### config.mk
export PLATFORM = sky130hd
export DESIGN_NAME = myo_poll_scheduler
export DESIGN_NICKNAME = d
export VERILOG_FILES = /design/src/rtl/myo_sched_pkg.sv /design/src/rtl/myo_sweep_timer.sv /design/src/rtl/myo_poll_scheduler.sv
export SDC_FILE = /design/constraint.sdc
export NUM_CORES = 1
export LEC_CHECK = 0
export CORE_MARGIN = 2
export CORE_UTILIZATION = 30
export CTS_CLUSTER_DIAMETER = 80
export DETAILED_ROUTE_END_ITERATION = 7
export DONT_BUFFER_PORTS = 1
export GPL_TIMING_DRIVEN = 0
export SLEW_MARGIN = 20
export SYNTH_ARGS = -nofsm -noshare
export SYNTH_HDL_FRONTEND = slang
export SYNTH_SLANG_ARGS = --single-unit
### constraint.sdc
create_clock -name clock -period 4.25 [get_ports clock]
set_clock_uncertainty 0.1 [all_clocks]
set_input_delay 0.2125 -clock clock [delete_from_list [all_inputs] [get_ports clock]]
set_output_delay 0.2125 -clock clock [all_outputs]
set_load 0.1 [all_outputs]
### src/rtl/myo_sched_pkg.sv
// ----------------------------------------------------------------------------
// myo_sched_pkg
// Shared types and constants for the myo SPI poll scheduler.
//   sched_state_t : scheduler FSM states
//   MOTOR_IDX_W   : width of every motor index output
//   SWEEP_CNT_MAX : saturation value of the 32-bit sweep counter
//   sat_inc()     : saturating +1 used for the sweep counter
// ----------------------------------------------------------------------------
package myo_sched_pkg;

   typedef enum logic [2:0] {
      IDLE,
      SCAN,
      START,
      WAIT,
      PACE
   } sched_state_t;

   localparam int          MOTOR_IDX_W   = 8;
   localparam logic [31:0] SWEEP_CNT_MAX = 32'hFFFF_FFFF;

   function automatic logic [31:0] sat_inc(input logic [31:0] value);
      return (value == SWEEP_CNT_MAX) ? value : value + 32'd1;
   endfunction

endpackage

### src/rtl/myo_sweep_timer.sv
// ----------------------------------------------------------------------------
// myo_sweep_timer
// Saturating sweep-length counter with period compare and overrun flag.
//   clock, reset    : system clock, asynchronous active-high reset
//   cnt_clear       : restart the counter (counter reads 0 next cycle)
//   sweep_end       : current cycle is the last of a sweep; capture length
//   clear_flags     : clears the sticky overrun flag (a new overrun wins)
//   period_cycles   : sweep period, 0 = free-run
//   period_reached  : counter+1 has reached the period (or free-run)
//   sweep_cycles    : length of the last completed sweep in clocks
//   overrun         : sticky, a sweep was longer than a non-zero period
// ----------------------------------------------------------------------------
module myo_sweep_timer
   import myo_sched_pkg::*;
(
   input  logic        clock,
   input  logic        reset,
   input  logic        cnt_clear,
   input  logic        sweep_end,
   input  logic        clear_flags,
   input  logic [31:0] period_cycles,
   output logic        period_reached,
   output logic [31:0] sweep_cycles,
   output logic        overrun
);

   logic [31:0] count_q, count_d;
   logic [31:0] sweep_cycles_q, sweep_cycles_d;
   logic        overrun_q, overrun_d;
   logic [31:0] count_inc;

   // count_inc is the number of cycles elapsed including the current one.
   assign count_inc      = sat_inc(count_q);
   assign period_reached = (period_cycles == 32'd0) || (count_inc >= period_cycles);

   always_comb begin
      count_d        = cnt_clear ? 32'd0 : count_inc;
      sweep_cycles_d = sweep_end ? count_inc : sweep_cycles_q;
      overrun_d      = overrun_q;
      if (clear_flags) begin
         overrun_d = 1'b0;
      end
      if (sweep_end && (period_cycles != 32'd0) && (count_inc > period_cycles)) begin
         overrun_d = 1'b1;
      end
   end

   always_ff @(posedge clock or posedge reset) begin
      if (reset) begin
         count_q        <= 32'd0;
         sweep_cycles_q <= 32'd0;
         overrun_q      <= 1'b0;
      end else begin
         count_q        <= count_d;
         sweep_cycles_q <= sweep_cycles_d;
         overrun_q      <= overrun_d;
      end
   end

   assign sweep_cycles = sweep_cycles_q;
   assign overrun      = overrun_q;

endmodule

### src/rtl/myo_poll_scheduler.sv
// ----------------------------------------------------------------------------
// myo_poll_scheduler
// Walks the enabled motors of one myo SPI bus in index order, requests one
// SPI frame per motor, emits latch / pid_update on frame completion and paces
// full sweeps to period_cycles. A per-frame watchdog guards against a stuck
// SpiControl.
//   clock, reset    : system clock, asynchronous active-high reset
//   enable          : scheduling allowed
//   motor_mask      : 1 = motor polled
//   period_cycles   : sweep period in clocks, 0 = free-run
//   spi_done        : SpiControl idle/done level
//   clear_flags     : clears timeout and overrun
//   start           : one-cycle frame request
//   motor           : index of current/last frame (valid with start)
//   latch           : one-cycle, capture received values for motor
//   pid_update      : one-cycle, one clock after latch, for pid_motor
//   pid_motor       : motor that pid_update refers to
//   busy            : scheduler not idle
//   sweep_cycles    : length of last completed sweep
//   timeout         : sticky, frame watchdog expired
//   timeout_motor   : motor of the most recent timeout
//   overrun         : sticky, sweep exceeded non-zero period
// ----------------------------------------------------------------------------
module myo_poll_scheduler
   import myo_sched_pkg::*;
#(
   parameter int NUMBER_OF_MOTORS = 6,
   parameter int TIMEOUT_CYCLES   = 5000
) (
   input  logic                        clock,
   input  logic                        reset,
   input  logic                        enable,
   input  logic [NUMBER_OF_MOTORS-1:0] motor_mask,
   input  logic [31:0]                 period_cycles,
   input  logic                        spi_done,
   input  logic                        clear_flags,
   output logic                        start,
   output logic [MOTOR_IDX_W-1:0]      motor,
   output logic                        latch,
   output logic                        pid_update,
   output logic [MOTOR_IDX_W-1:0]      pid_motor,
   output logic                        busy,
   output logic [31:0]                 sweep_cycles,
   output logic                        timeout,
   output logic [MOTOR_IDX_W-1:0]      timeout_motor,
   output logic                        overrun
);

   localparam logic [MOTOR_IDX_W-1:0] END_IDX    = MOTOR_IDX_W'(NUMBER_OF_MOTORS);
   localparam logic [31:0]            WDOG_LIMIT = 32'(TIMEOUT_CYCLES - 1);

   sched_state_t           state_q, state_d;
   logic [MOTOR_IDX_W-1:0] idx_q, idx_d;
   logic [MOTOR_IDX_W-1:0] motor_q, motor_d;
   logic [MOTOR_IDX_W-1:0] pid_motor_q, pid_motor_d;
   logic                   pid_update_q, pid_update_d;
   logic [31:0]            wdog_q, wdog_d;
   logic                   done_q, done_prev_q;
   logic                   timeout_q, timeout_d;
   logic [MOTOR_IDX_W-1:0] timeout_motor_q, timeout_motor_d;

   logic         done_rise;
   logic         mask_any;
   logic         mask_bit;
   logic [255:0] mask_ext;
   logic         cnt_clear;
   logic         sweep_end;
   logic         period_reached;

   // Zero-extended so idx == NUMBER_OF_MOTORS never indexes out of range.
   assign mask_ext  = 256'(motor_mask);
   assign mask_bit  = mask_ext[idx_q];
   assign mask_any  = |motor_mask;
   assign done_rise = done_q & ~done_prev_q;

   always_comb begin
      state_d         = state_q;
      idx_d           = idx_q;
      motor_d         = motor_q;
      pid_motor_d     = pid_motor_q;
      wdog_d          = wdog_q;
      timeout_d       = clear_flags ? 1'b0 : timeout_q;
      timeout_motor_d = timeout_motor_q;
      start           = 1'b0;
      latch           = 1'b0;
      cnt_clear       = 1'b0;
      sweep_end       = 1'b0;

      case (state_q)
         IDLE: begin
            idx_d     = '0;
            cnt_clear = 1'b1;
            if (enable && mask_any) begin
               state_d = SCAN;
            end
         end
         SCAN: begin
            // enable is checked first so a dropped enable never issues another start.
            if (!enable) begin
               state_d = IDLE;
            end else if (idx_q == END_IDX) begin
               sweep_end = 1'b1;
               state_d   = PACE;
            end else if (mask_bit) begin
               motor_d = idx_q;   // valid together with the start pulse
               state_d = START;
            end else begin
               idx_d = idx_q + 1'b1;
            end
         end
         START: begin
            start   = 1'b1;
            wdog_d  = 32'd0;
            state_d = WAIT;
         end
         WAIT: begin
            if (done_rise) begin
               latch       = 1'b1;
               pid_motor_d = idx_q;
               idx_d       = idx_q + 1'b1;
               state_d     = SCAN;
            end else if (wdog_q == WDOG_LIMIT) begin
               timeout_d       = 1'b1;
               timeout_motor_d = idx_q;
               idx_d           = idx_q + 1'b1;
               state_d         = SCAN;
            end else begin
               wdog_d = wdog_q + 32'd1;
            end
         end
         PACE: begin
            if (!enable || !mask_any) begin
               state_d = IDLE;
            end else if (period_reached) begin
               cnt_clear = 1'b1;
               idx_d     = '0;
               state_d   = SCAN;
            end
         end
         default: begin
            state_d = IDLE;
         end
      endcase

      pid_update_d = latch;
   end

   always_ff @(posedge clock or posedge reset) begin
      if (reset) begin
         state_q         <= IDLE;
         idx_q           <= '0;
         motor_q         <= '0;
         pid_motor_q     <= '0;
         pid_update_q    <= 1'b0;
         wdog_q          <= 32'd0;
         // Edge register resets high so a low-then-high spi_done after reset
         // is the only thing that can look like a completion.
         done_q          <= 1'b1;
         done_prev_q     <= 1'b1;
         timeout_q       <= 1'b0;
         timeout_motor_q <= '0;
      end else begin
         state_q         <= state_d;
         idx_q           <= idx_d;
         motor_q         <= motor_d;
         pid_motor_q     <= pid_motor_d;
         pid_update_q    <= pid_update_d;
         wdog_q          <= wdog_d;
         done_q          <= spi_done;
         done_prev_q     <= done_q;
         timeout_q       <= timeout_d;
         timeout_motor_q <= timeout_motor_d;
      end
   end

   myo_sweep_timer u_sweep_timer (
      .clock          (clock),
      .reset          (reset),
      .cnt_clear      (cnt_clear),
      .sweep_end      (sweep_end),
      .clear_flags    (clear_flags),
      .period_cycles  (period_cycles),
      .period_reached (period_reached),
      .sweep_cycles   (sweep_cycles),
      .overrun        (overrun)
   );

   assign motor         = motor_q;
   assign pid_motor     = pid_motor_q;
   assign pid_update    = pid_update_q;
   assign busy          = (state_q != IDLE);
   assign timeout       = timeout_q;
   assign timeout_motor = timeout_motor_q;

endmodule

==> summary.txt <==
Routing
  • Number of DRC markers in iteration 0: 373
  • Vias: a little under 6000
  • Drt pass-1 iters: 5
  • Final ANT Viol Nets: 0
  • Final WL: roughly 19000 um
  • # DRC: 0
  • Vias per inst: 4.970
  • WL per Instance: 16.33 um

Finish
  • Most frequent cells in the layout: 128 x dfrtp_1, 80 x nand2_1, 79 x nor2_1, 79 x inv_1, 48 x o21ai_0
  • Multi-input gate area: 3801 um2
  • FF+latch area: 3413 um2
  • Post-layout instance area: 9002 um2
  • Fillcell total: 2398
  • Ant diodes: 0
  • Post-layout nets: between 900 and 1000
  • Layout cells sized above 1: 17.95%
  • Layout Utilization: 37.24%
  • Area growth from synthesis to layout: 22.64%
  • Most common cell after layout, fill and taps aside: dfrtp_1

Clock network
  • CTS tree: yes
  • Worst-path clk slew: roughly 60 ps
  • Clock sink count: between 100 and 150
  • TritonCTS Buffers: 17
  • Bufs on Longest Clock Path: 2
  • H-Tree Depth: 4
  • Clock Latency Late Sink: 430 ps
  • Root Driver: clkbuf_16

Flow run
  • Max-Cap Viols: 0

Timing
  • Max-slew violation count: 0
  • F_max: 0.2343 GHz
  • Endpoints failing hold: 0
  • RSZ-0062 raised after global routing: true
  • Final WS setup: -17.27 ps
  • Fin crit share: 100.4%
  • Tmin final: 4267 ps
  • Setup Viol. Count Final: 12
  • Rel. slew slack: 29.45%
  • Actual slew at the worst max-slew pin: 1056 ps

Global routing
  • Gr ovfl total: 0
  • Vias in the first global route: between 5000 and 6000
  • Initial antenna violation count: 0
  • GRT Total Usage: 14.99%
  • Largest net degree at the start of global routing: between 80 and 90
  • First-pass GRT wire length: 30410 um

Logic synthesis
  • Post-Synthesis Cells: 790
  • Ys async rst share: 100.0%
  • Top FF cell, synth: dfrtp_1
  • Post-synthesis register bit count: between 100 and 150
  • Mapped Nets: ~870
  • Mapped Area: 7341 um2
  • Post-synthesis sequential area ratio: approximately 46%
  • Synth Warn #: 0
  • Post-synth EDFFs: 0
  • Netlist cell types: 57
  • Mean Syn Cell Area: 9.292 um2

Floorplanning
  • Initial Utilization: 30.36%
  • Die area: 25740 um2
  • Core ar.: 24180 um2
  • Row count: 57
  • DIE HEIGHT: 160.4 um
  • Num ports: 105
  • Die X: 160.4 um

Placement
  • Placed instance area: 7820 um2
  • DP Worst Slack: -756.2 ps
  • Hpwl dp: 13650 um
  • Number of I/O port buffers: 0
  • GP Congestion: 0.8492

Pwr
  • Psw: 0.001618 W
  • Gate power share: 24.9%
  • Worst VDD drop: 292.5 uV
  • Seq pwr share: about two fifths
  • Clock power frac: 34.6%
  • Switch share: 38.09%
  • Cell-internal power: 0.002630 W
  • Static leakage: around 4.2 nW
  • Pwr dens: between 400 and 500 nW/um2

Worst setup path
  • Reg-to-reg slack, setup: -20 ps
  • CP arrival: 4470 ps
  • Worst Setup EP: u_sweep_timer.count_q[26]
  • CP required: roughly 4500 ps
  • Critical path launch point type: flop
  • Reg-to-Reg Start: u_sweep_timer.count_q[1]
  • RR Endpoint: u_sweep_timer.count_q[26]
  • Crit end category: flop
  • Worst Setup SP: u_sweep_timer.count_q[1]
  • Crit-path max FO: 7
  • R2r worst-path depth: 17
  • Setup CP Type: reg2reg

Run status
  • Failing checks: negative setup slack
  • Status: complete, but fails checks

Hold path
  • HP Class: in2reg
-- kinds of logic after synthesis --
family                     after synthesis  synth area share (%)
AOI/OAI and AO/OA                      115                 9.460
and+or+nand+nor                        318                 21.51
DFF                                    136                 46.40
adders and majority gates               36                 6.136
buffers and inverters                  104                 5.318
xor gates and xnor gates                53                 6.835
muxes                                   28                 4.346
-- state kept, by name, summed over array words and instances (netlist names) --
signal,flops
pid_motor,8
motor,8
done_prev_q,1
u_sweep_timer.sweep_cycles,32
wdog_q,32
pid_update,1
done_q,1
u_sweep_timer.overrun,1
timeout_motor,8
idx_q,8
state_q,3
timeout,1
u_sweep_timer.count_q,32
-- cells in the mapped netlist, types with 4 or more instances --
library cell | n | area [um2]
dfrtp_1 | 134 | 3353
nor2_1 | 87 | 326.6
inv_1 | 81 | 304.0
nand2_1 | 80 | 300.3
o21ai_0 | 49 | 245.2
ha_1 | 36 | 450.4
xnor2_1 | 32 | 280.3
a21oi_1 | 27 | 135.1
nand3_1 | 26 | 130.1
nand4_1 | 24 | 150.1
nor3_1 | 22 | 110.1
nor4_1 | 22 | 137.6
clkbuf_1 | 21 | 78.83
mux2_2 | 21 | 236.5
xor2_1 | 16 | 140.1
nor2b_1 | 13 | 81.33
or3_1 | 9 | 56.30
and3_1 | 8 | 50.05
mux2i_1 | 6 | 60.06
o21ai_1 | 5 | 25.02
xor2_2 | 5 | 81.33
and2_1 | 4 | 25.02
and4_1 | 4 | 35.03
o211ai_1 | 4 | 30.03
-- timing repair --
| item | CTS | global route |
|---|---|---|
| setup endpoints to repair | 42 | 43 |
| buffers inserted | 5 | 23 |
| endpoints found under the hold margin | 116 | 0 |
| gates cloned | 0 | 2 |
| pin swaps | 6 | 19 |
| gates resized for setup | 16 | 56 |
| hold buffers | 3 | 0 |
-- per-layer routing --
metal  global-route usage [%]  vias to the layer above  part of all wire (%)
met5                        0                        -                     0
met4                    5.242                        0                   1.9
met3                    5.372                       29                   7.2
met2                    23.90                      127                    47
met1                    18.84                     2886                    44
li1                         -                     2832                     -
-- worst min path at each step --
stage / startpoint / end / slack, ps / depth (start not counted)
after floorplan: spi_done / done_q / 120 / 0
after detailed placement: reset / wdog_q[24] / 1 / 1
after global routing: enable / state_q[2] / 80 / 4
after global placement: spi_done / done_q / 120 / 0
after CTS: enable / state_q[2] / 20 / 4
final: enable / state_q[2] / 30 / 4
-- worst max-delay path, cell delays in order (launching register included) --
cell	delay, ps
dfrtp_1	420
ha_2	220
nand4_1	240
a211o_4	400
or4_4	450
nor2_4	150
xnor2_4	140
inv_2	60
ha_4	260
nand4_1	220
buf_4	230
nor4_4	290
o311a_1	310
nor4_4	90
o21ai_2	130
buf_6	200
clkbuf_16	170
nor2_1	40
-- power groups by stage --
stage | sequential (W) | combinational (W) | clock, W
2_1_floorplan | 0.00171 | 0.000666 | 0
3_3_place_gp | 0.00174 | 0.000851 | 0
3_5_place_dp | 0.00174 | 0.000883 | 0
4_1_cts | 0.00172 | 0.000930 | 0.00149
5_1_grt | 0.00173 | 0.00117 | 0.00155
6_report | 0.00172 | 0.00106 | 0.00147
-- per-stage QoR --
step           instances  TNS [ps]  hold WS, ps  power, W
2_1_floorplan        790         0        117.0  0.002379
3_3_place_gp        1114   -211630        117.2  0.002588
3_5_place_dp        1117    -27580        1.234  0.002621
4_1_cts             1157         0        21.46  0.004139
5_1_grt             1182     -5505        83.61  0.004454
6_report            1182    -74.62        29.82  0.004249
-- layout make-up --
cell class | instances | area share (%)
Timing Repair Buffer | 36 | 4.058
Clock buffer | 18 | 4.767
Multi-Input combinational cell | 550 | 42.22
Buffer | 21 | 1.306
Clock inverter | 14 | 1.682
Sequential cell | 136 | 37.92
Inverter | 83 | 3.544
Tap cell | 324 | 4.503
No activity file was read; power rests on OpenSTA's default activity.
